**config.mk**
```make
export PLATFORM = sky130hd
export DESIGN_NAME = stepper_motion_ctrl
export DESIGN_NICKNAME = d
export VERILOG_FILES = /design/src/rtl/stepper_motion_ctrl.sv
export SDC_FILE = /design/constraint.sdc
export NUM_CORES = 1
export LEC_CHECK = 0
export CORE_ASPECT_RATIO = 1.2
export CORE_MARGIN = 2
export CORE_UTILIZATION = 44
export DETAILED_ROUTE_END_ITERATION = 10
export SLEW_MARGIN = 20
export SYNTH_ARGS = -nofsm -noshare
export SYNTH_HDL_FRONTEND = slang
export SYNTH_SLANG_ARGS = --single-unit
```
**constraint.sdc**
```tcl
create_clock -name clk -period 7.7 [get_ports clk]
set_input_delay 0.77 -clock clk [delete_from_list [all_inputs] [get_ports clk]]
set_output_delay 0.77 -clock clk [all_outputs]
set_load 0.02 [all_outputs]
```
**src/rtl/stepper_motion_ctrl.sv**
```systemverilog
`default_nettype none
// ============================================================================
// Module      : stepper_motion_ctrl
// Description : Stepper motion controller. Moves are accepted over a
//               valid/ready handshake as (steps, dir, period, mode). The step
//               rate ramps from a start period down to the commanded period.
//               The controller drives 4 coil lines in wave, full or half step
//               and tracks a signed absolute position.
// Ports       : clk, rst_n (async, active-low)
//               en                 driver enable (0 = coils off, abort move)
//               cmd_valid/ready    command handshake
//               cmd_dir/mode/steps/period  command fields
//               abort              stop the current move
//               busy, done, step_pulse     status
//               position           signed step count
//               signal_out[3:0]    registered coil drive
// Revision    : 1.0 - initial release
// ============================================================================
module stepper_motion_ctrl #(
   parameter int CNT_W        = 24,
   parameter int STEP_W       = 16,
   parameter int POS_W        = 32,
   parameter int START_PERIOD = 200000,
   parameter int RAMP_DEC     = 1000
) (
   input  logic              clk,
   input  logic              rst_n,
   input  logic              en,
   input  logic              cmd_valid,
   output logic              cmd_ready,
   input  logic              cmd_dir,
   input  logic [1:0]        cmd_mode,
   input  logic [STEP_W-1:0] cmd_steps,
   input  logic [CNT_W-1:0]  cmd_period,
   input  logic              abort,
   output logic              busy,
   output logic              done,
   output logic              step_pulse,
   output logic [POS_W-1:0]  position,
   output logic [3:0]        signal_out
);

   localparam logic [1:0] S_IDLE = 2'd0;
   localparam logic [1:0] S_RUN  = 2'd1;
   localparam logic [1:0] S_DONE = 2'd2;

   localparam logic [CNT_W-1:0] c_start = CNT_W'(START_PERIOD);
   localparam logic [CNT_W-1:0] c_dec   = CNT_W'(RAMP_DEC);
   localparam logic [CNT_W-1:0] c_min   = CNT_W'(2);

   logic [1:0]        r_state;
   logic [2:0]        r_idx;
   logic              r_dir;
   logic              r_half;
   logic [CNT_W-1:0]  r_tgt;
   logic [CNT_W-1:0]  r_cur;
   logic [CNT_W-1:0]  r_timer;
   logic [STEP_W-1:0] r_remaining;
   logic [POS_W-1:0]  r_pos;
   logic [3:0]        r_signal;
   logic              r_step_pulse;

   logic              w_accept;
   logic              w_step;
   logic [CNT_W-1:0]  w_tgt;
   logic [CNT_W-1:0]  w_cur0;
   logic [CNT_W:0]    w_floor;
   logic [CNT_W-1:0]  w_cur_ramped;
   logic [2:0]        w_inc;
   logic [2:0]        w_idx_next;
   logic [3:0]        w_phase;

   assign cmd_ready  = (r_state == S_IDLE) && en;
   assign busy       = (r_state == S_RUN);
   assign done       = (r_state == S_DONE);
   assign step_pulse = r_step_pulse;
   assign position   = r_pos;
   assign signal_out = r_signal;

   assign w_accept = cmd_valid && cmd_ready;
   assign w_step   = (r_state == S_RUN) && (r_timer == '0);

   // Target period is floored at 2 so the reload value cur-1 is never 0.
   assign w_tgt  = (cmd_period < c_min) ? c_min : cmd_period;
   assign w_cur0 = (RAMP_DEC == 0) ? w_tgt : ((c_start > w_tgt) ? c_start : w_tgt);

   // Ramp: cur-RAMP_DEC, but never below the target and never wrapping.
   assign w_floor      = {1'b0, r_tgt} + {1'b0, c_dec};
   assign w_cur_ramped = ({1'b0, r_cur} >= w_floor) ? (r_cur - c_dec) : r_tgt;

   assign w_inc = r_half ? 3'd1 : 3'd2;

   // Next phase index: realigned on accept so wave sits on single-coil
   // (even) phases and full on two-coil (odd) phases; 3-bit wrap gives mod 8.
   always_comb begin
      w_idx_next = r_idx;
      if (w_accept) begin
         case (cmd_mode)
            2'b00:   w_idx_next = {r_idx[2:1], 1'b0};
            2'b01:   w_idx_next = {r_idx[2:1], 1'b1};
            default: w_idx_next = r_idx;
         endcase
      end else if (w_step) begin
         w_idx_next = r_dir ? (r_idx + w_inc) : (r_idx - w_inc);
      end
   end

   always_comb begin
      w_phase = 4'b1000;
      case (w_idx_next)
         3'd0:    w_phase = 4'b1000;
         3'd1:    w_phase = 4'b1100;
         3'd2:    w_phase = 4'b0100;
         3'd3:    w_phase = 4'b0110;
         3'd4:    w_phase = 4'b0010;
         3'd5:    w_phase = 4'b0011;
         3'd6:    w_phase = 4'b0001;
         default: w_phase = 4'b1001;
      endcase
   end

   always_ff @(posedge clk or negedge rst_n) begin
      if (!rst_n) begin
         r_state      <= S_IDLE;
         r_idx        <= 3'd0;
         r_dir        <= 1'b0;
         r_half       <= 1'b0;
         r_tgt        <= c_min;
         r_cur        <= c_min;
         r_timer      <= '0;
         r_remaining  <= '0;
         r_pos        <= '0;
         r_signal     <= 4'b0000;
         r_step_pulse <= 1'b0;
      end else begin
         r_idx        <= w_idx_next;
         r_signal     <= en ? w_phase : 4'b0000;
         r_step_pulse <= w_step;

         if (w_step) begin
            r_pos <= r_dir ? (r_pos + POS_W'(1)) : (r_pos - POS_W'(1));
         end

         case (r_state)
            S_IDLE: begin
               if (w_accept) begin
                  r_dir       <= cmd_dir;
                  r_half      <= cmd_mode[1];
                  r_tgt       <= w_tgt;
                  r_cur       <= w_cur0;
                  r_timer     <= w_cur0 - CNT_W'(1);
                  r_remaining <= cmd_steps;
                  r_state     <= (cmd_steps == '0) ? S_DONE : S_RUN;
               end
            end
            S_RUN: begin
               if (w_step) begin
                  r_remaining <= r_remaining - STEP_W'(1);
                  r_cur       <= w_cur_ramped;
                  r_timer     <= w_cur_ramped - CNT_W'(1);
               end else begin
                  r_timer <= r_timer - CNT_W'(1);
               end
               // A step falling on the abort edge is still taken above.
               if ((w_step && (r_remaining == STEP_W'(1))) || abort || !en) begin
                  r_state <= S_DONE;
               end
            end
            S_DONE: r_state <= S_IDLE;
            default: r_state <= S_IDLE;
         endcase
      end
   end

endmodule
`default_nettype wire
```
After elaboration in Yosys (flattened, before gate mapping) --
Cells that the tools add are included.
Storage, ports and cells: register bits 132, bits of input ports 48, output and inout port bits 40, word-level logic and storage cells 78
Cells by class: add/sub/neg operators 10, magnitude comparators 3, equal/unequal tests 13, multiplexer cells 24, reductions and logical operators 17
Operator list (count):
- 24-bit two-way mux | 7
- 24-bit case mux with 2 select lines | 2
- 24-bit by 1-bit subtractor with 24-bit output, second input constant | 3
- 32-bit by 1-bit adder with 32-bit output, second input constant | 1
- 16-bit two-way mux | 2
- 32-bit two-way mux | 1
- 16-bit case mux with 2 select lines | 1
- 32-bit by 1-bit subtractor with 32-bit output, second input constant | 1
- 4-bit case mux with 7 select lines | 1
- 24-bit by 10-bit adder with 25-bit output, second input constant | 1
- 24-bit by 25-bit >= comparator with 1-bit output | 1
- 18-bit by 24-bit greater-than comparator with 1-bit output, first input constant | 1
- 24-bit zero test | 1
- 24-bit by 2-bit < comparator with 1-bit output, second input constant | 1
- 24-bit by 10-bit subtractor with 24-bit output, second input constant | 1
- 16-bit by 1-bit equality test with 1-bit output, second input constant | 1
- 16-bit zero test | 1
- 16-bit by 1-bit subtractor with 16-bit output, second input constant | 1
- 3-bit equality test, second input constant | 3
- 3-bit two-way mux | 3
- 2-bit two-way mux | 4
- 3-bit by 2-bit equality test with 1-bit output, second input constant | 2
- 2-bit AND reduction | 3
- 2-bit by 1-bit equality test with 1-bit output, second input constant | 2
- 16 further kinds | 22

Longest topological paths before layout --
word-level depth 8, depth in mapped cells 23, depth with buffers taken out 21

Worst setup path before layout --
No wires, ideal clock.
path type register to register, start point reg r_tgt[5], end point reg r_timer[18], setup time 0.088 ns, arrival time 5.373 ns, data required time 7.612 ns, setup slack 2.239 ns, cell stages (with the launch flop) 24, path buffers 2, clock period less this slack 5.461 ns, cells stage by stage dfrtp_1 -> clkbuf_2 -> or4_1 -> or3_1 -> and3_1 -> nand2_1 -> nor3_1 -> xnor2_1 -> ha_1 -> nand3_1 -> or4_4 -> nor4_4 -> a211oi_2 -> a21oi_4 -> buf_12 -> mux2i_1 -> o21ai_0 -> inv_1 -> ha_1 -> inv_1 -> or2_2 -> nor4_1 -> a21o_1 -> nor3b_1
On the way: word-level cells in the longest chain between the ends 6
Ends and longest elaborated chain:
- start, declared | line 55 | logic [CNT_W-1:0] r_tgt;
- start signal, assigned | line 128 | r_tgt <= c_min;
- start signal, assigned | line 149 | r_tgt <= w_tgt;
- 24-bit by 10-bit adder with 25-bit output | line 88 | assign w_floor = {1'b0, r_tgt} + {1'b0, c_dec};
- 24-bit by 25-bit >= comparator with 1-bit output | line 89 | assign w_cur_ramped = ({1'b0, r_cur} >= w_floor) ? (r_cur - c_dec) : r_tgt;
- 24-bit two-way mux * | line 89
- 24-bit by 1-bit subtractor with 24-bit output * | line 160 | r_timer <= w_cur_ramped - CNT_W'(1);
- 24-bit two-way mux * | line 157 | if (w_step) begin
- 24-bit case mux with 2 select lines * | line 144 | case (r_state)
- end signal, assigned | line 151 | r_timer <= w_cur0 - CNT_W'(1);
- end signal, assigned | line 160
- end signal, assigned | line 162 | r_timer <= r_timer - CNT_W'(1);
- end, declared | line 57 | logic [CNT_W-1:0] r_timer;
Every way passes the cells marked *; elsewhere a longest branch is shown, timed or not. A chain may end at the register's enable or synchronous reset.

Final worst setup path --
start point reg r_tgt[5], end point reg r_timer[17]
The elaborated chain is that of the path after synthesis.

==> impl_metrics.tcl <==
set metrics [dict create \
    die_w_um 140 \
    ios 88 \
    place.gp.congestion 0.899 \
    final_area_mm2 0.0115 \
    fin_crit_sh_pct 83.7 \
    grt.total_usage_pct 25.6 \
    finalMaxSlewViolations 0 \
    syn_avg_cell_area_um2 8.19 \
    n_antenna_cell 0 \
    drive_gt1_share_pct 6.19 \
    wl_met3_um 1600 \
    setup_viol 0 \
    grt_max_degree 88 \
    cts_buffers 17 \
    end_kind "flip-flop" \
    fin_skew_ns 0.0191 \
    num_rows 59 \
    post_cts_buffers 0 \
    multi_input_area_mm2 0.00610 \
    yosys_warnings 0 \
    core_mm2 0.0218 \
    vias_per_cell 5.92 \
    finalHoldViolations 0 \
    fin_nets 1373 \
    grt_pass1_wl_um 47600 \
    p_leak_nw 4.85 \
    drc 4 \
    synthCells 1193 \
    crit_fanout 22 \
    cts_hold_buffers 0 \
    antenna_left 0 \
    pwr_density_cell_mw_per_mm2 259 \
    fmax_mhz 155 \
    crit_type "flip-flop to flip-flop" \
    wl_met2_um 13500 \
    cts.reportedPaths.clkPinSlew_ns 0.06 \
    placed_area_mm2 0.0109 \
    fin_crit_ns 6.45 \
    reg2reg_slack_ns 1.25 \
    clock_latency_ns 0.43 \
    maxCapViolCount 0 \
    wire_per_inst_um 18.8 \
    tritoncts "built" \
    regArea_mm2 0.00331 \
    synth_cell_type_count 83 \
    syn_area_mm2 0.00977 \
    start_util_pct 44.9 \
    synth_seq_cells 132 \
    arrival_ns 6.81 \
    worst_slew_pin_slew_ns 0.999 \
    cts_resized 0 \
    critPathLaunchType "flip-flop" \
    synth_edf_count 0 \
    grt_setup_unrepaired "no" \
    top_layer_used "met4" \
    vias 9177 \
    area_delta_synth_final_pct 17.3 \
    cts_sinks 132 \
    grt_pass1_vias 8611 \
    relSlewSlack_pct 33.3 \
    die_h_um 167 \
    gr-total-overflow 0 \
    post-route-util_pct 52.6 \
    cts-htree-levels 4 \
    tns_ns 0 \
    portBuffers 87 \
    peakVddDrop_uv 161 \
    hp-class "primary input to asynchronous set/reset pin" \
    clockRootBuffer "clkbuf_16" \
    die_area_mm2 0.0234 \
    hpwl_um 21400 \
    fillers 2079 \
    ys.flop_type "dfrtp_1" \
    violations "DRC" \
    dr.pass1.iters 8 \
    m1WireLength_um 13100 \
    first_iter_violations 722 \
    ys_async_sr_fraction_pct 100 \
    antenna_found_initial 0 \
    clk_path_buf_depth 2 \
    cp.required_ns 8.06 \
    wirelength_um 29100 \
    status "finished, violations left" \
    synth_nets 1303 \
    yosysSeqAreaShare_pct 33.8 \
]
-- sequential cells by signal (all words and copies together), names as in the netlist --
name / flops
r_half: 1
r_timer: 24
signal_out: 4
r_remaining: 16
r_idx: 3
r_cur: 24
step_pulse: 1
r_tgt: 24
r_dir: 1
position: 32
r_state: 2
-- Yosys cell counts, drive strengths merged, types with 3 or more instances --
library cell | instances | area (um^2)
o31ai | 6 | 55.1
a211o | 4 | 36.3
nand2 | 190 | 713
and4 | 6 | 52.6
or4 | 11 | 93.8
nor3b | 8 | 60.1
clkbuf | 42 | 160
a211oi | 11 | 92.6
a31oi | 9 | 71.3
o211a | 3 | 30.0
o31a | 3 | 26.3
xor2 | 30 | 263
o22ai | 3 | 18.8
dfrtp | 130 | 3250
o21a | 11 | 82.6
a21oi | 96 | 503
nand2b | 7 | 43.8
o21ai | 121 | 606
nand3b | 3 | 22.5
o2111ai | 3 | 43.8
nor3 | 35 | 186
nand4 | 17 | 113
a21o | 17 | 128
nor2 | 94 | 353
nor2b | 4 | 25.0
a221oi | 3 | 32.5
o21bai | 6 | 45.0
buf | 10 | 71.3
and3 | 8 | 50.1
xnor2 | 44 | 385
nand3 | 31 | 160
mux2i | 13 | 134
nor4b | 5 | 43.8
and2 | 8 | 50.1
ha | 60 | 751
inv | 34 | 128
or3 | 14 | 92.6
a22oi | 17 | 128
nor4 | 30 | 209
o211ai | 13 | 103
a221o | 3 | 30.0
-- cells in the final DEF (no fill, tap or decap), drive strengths merged, types with 14 or more instances in the layout --
cell type	n
o21ai	121
a22oi	17
nor4	30
buf	17
xor2	30
dfrtp	130
nor2	94
clkdlybuf4s50	86
nand2	190
or3	14
ha	60
clkbuf	18
nand3	31
a21oi	96
a21o	17
nand4	17
nor3	35
xnor2	44
inv	37
-- cell type report --
| cell class | instances | area share (%) |
|---|---|---|
| clock buffers | 18 | 3.75 |
| clock inverters | 14 | 1.33 |
| inverters | 35 | 1.15 |
| multi-input cells | 974 | 53.3 |
| flip-flops and latches | 132 | 28.8 |
| well taps | 274 | 2.99 |
| repair buffers | 103 | 8.66 |
-- final timing paths --
path | start | cells after the start | end
worst max-delay path | r_tgt[5] | 18 | r_timer[17]
worst min-delay path | rst_n | 1 | position[7]
worst max register to register | r_tgt[5] | 18 | r_timer[17]
worst min register to register | position[31] | 1 | position[31]
max in group asynchronous | rst_n | 2 | r_timer[8]
min in group clk | position[31] | 1 | position[31]
-- per-layer routing --
layer  track usage (%)  vias to the layer above
met4              10.1                        0
met3              3.35                       45
met1              34.9                     4360
met5                 0                        -
li1                  -                     4487
met2              41.5                      285
-- critical path: stages, from the launching register on --
cell	delay (ns)
dfrtp_1	0.45
or4_1	0.54
or3_1	0.38
and3_1	0.23
nand2_1	0.12
nor3_1	0.08
xnor2_1	0.13
ha_1	0.30
nand3_1	0.13
or4_4	0.59
nor4_4	0.31
a211oi_2	0.13
a21oi_4	0.68
mux2i_1	0.37
o21ai_1	0.17
or3_1	0.55
nor3_4	0.61
or4b_1	0.49
nand3_1	0.09
-- power by group --
part / switching, W / total (W) / internal [W]
clock network: 0.000347 / 0.000828 / 0.000480
logic: 0.000650 / 0.00109 / 0.000437
registers: 0.000218 / 0.00106 / 0.000839
-- metrics by stage --
stage / setup slack [ns] / hold WS, ns / std cells / power, W
finish: 1.25 / 0.420 / 1550 / 0.00297
global route: 0.827 / 0.482 / 1550 / 0.00317
CTS: 1.29 / 0.450 / 1550 / 0.00298
detailed placement: 1.33 / 0.471 / 1518 / 0.00214
global placement: 1.38 / 0.465 / 1518 / 0.00213
floorplan: 2.24 / 0.450 / 1193 / 0.00181
-- kinds of logic after synthesis --
logic type	Yosys count	synth area share, %
and+or+nand+nor	477	23.7
AOI/OAI and AO/OA	346	22.4
DFF	132	33.8
buffers and inverters	87	3.71
xor gates and xnor gates	74	6.64
adders and majority gates	62	8.10
muxes	15	1.60
Power figures use the tool's default switching activity.
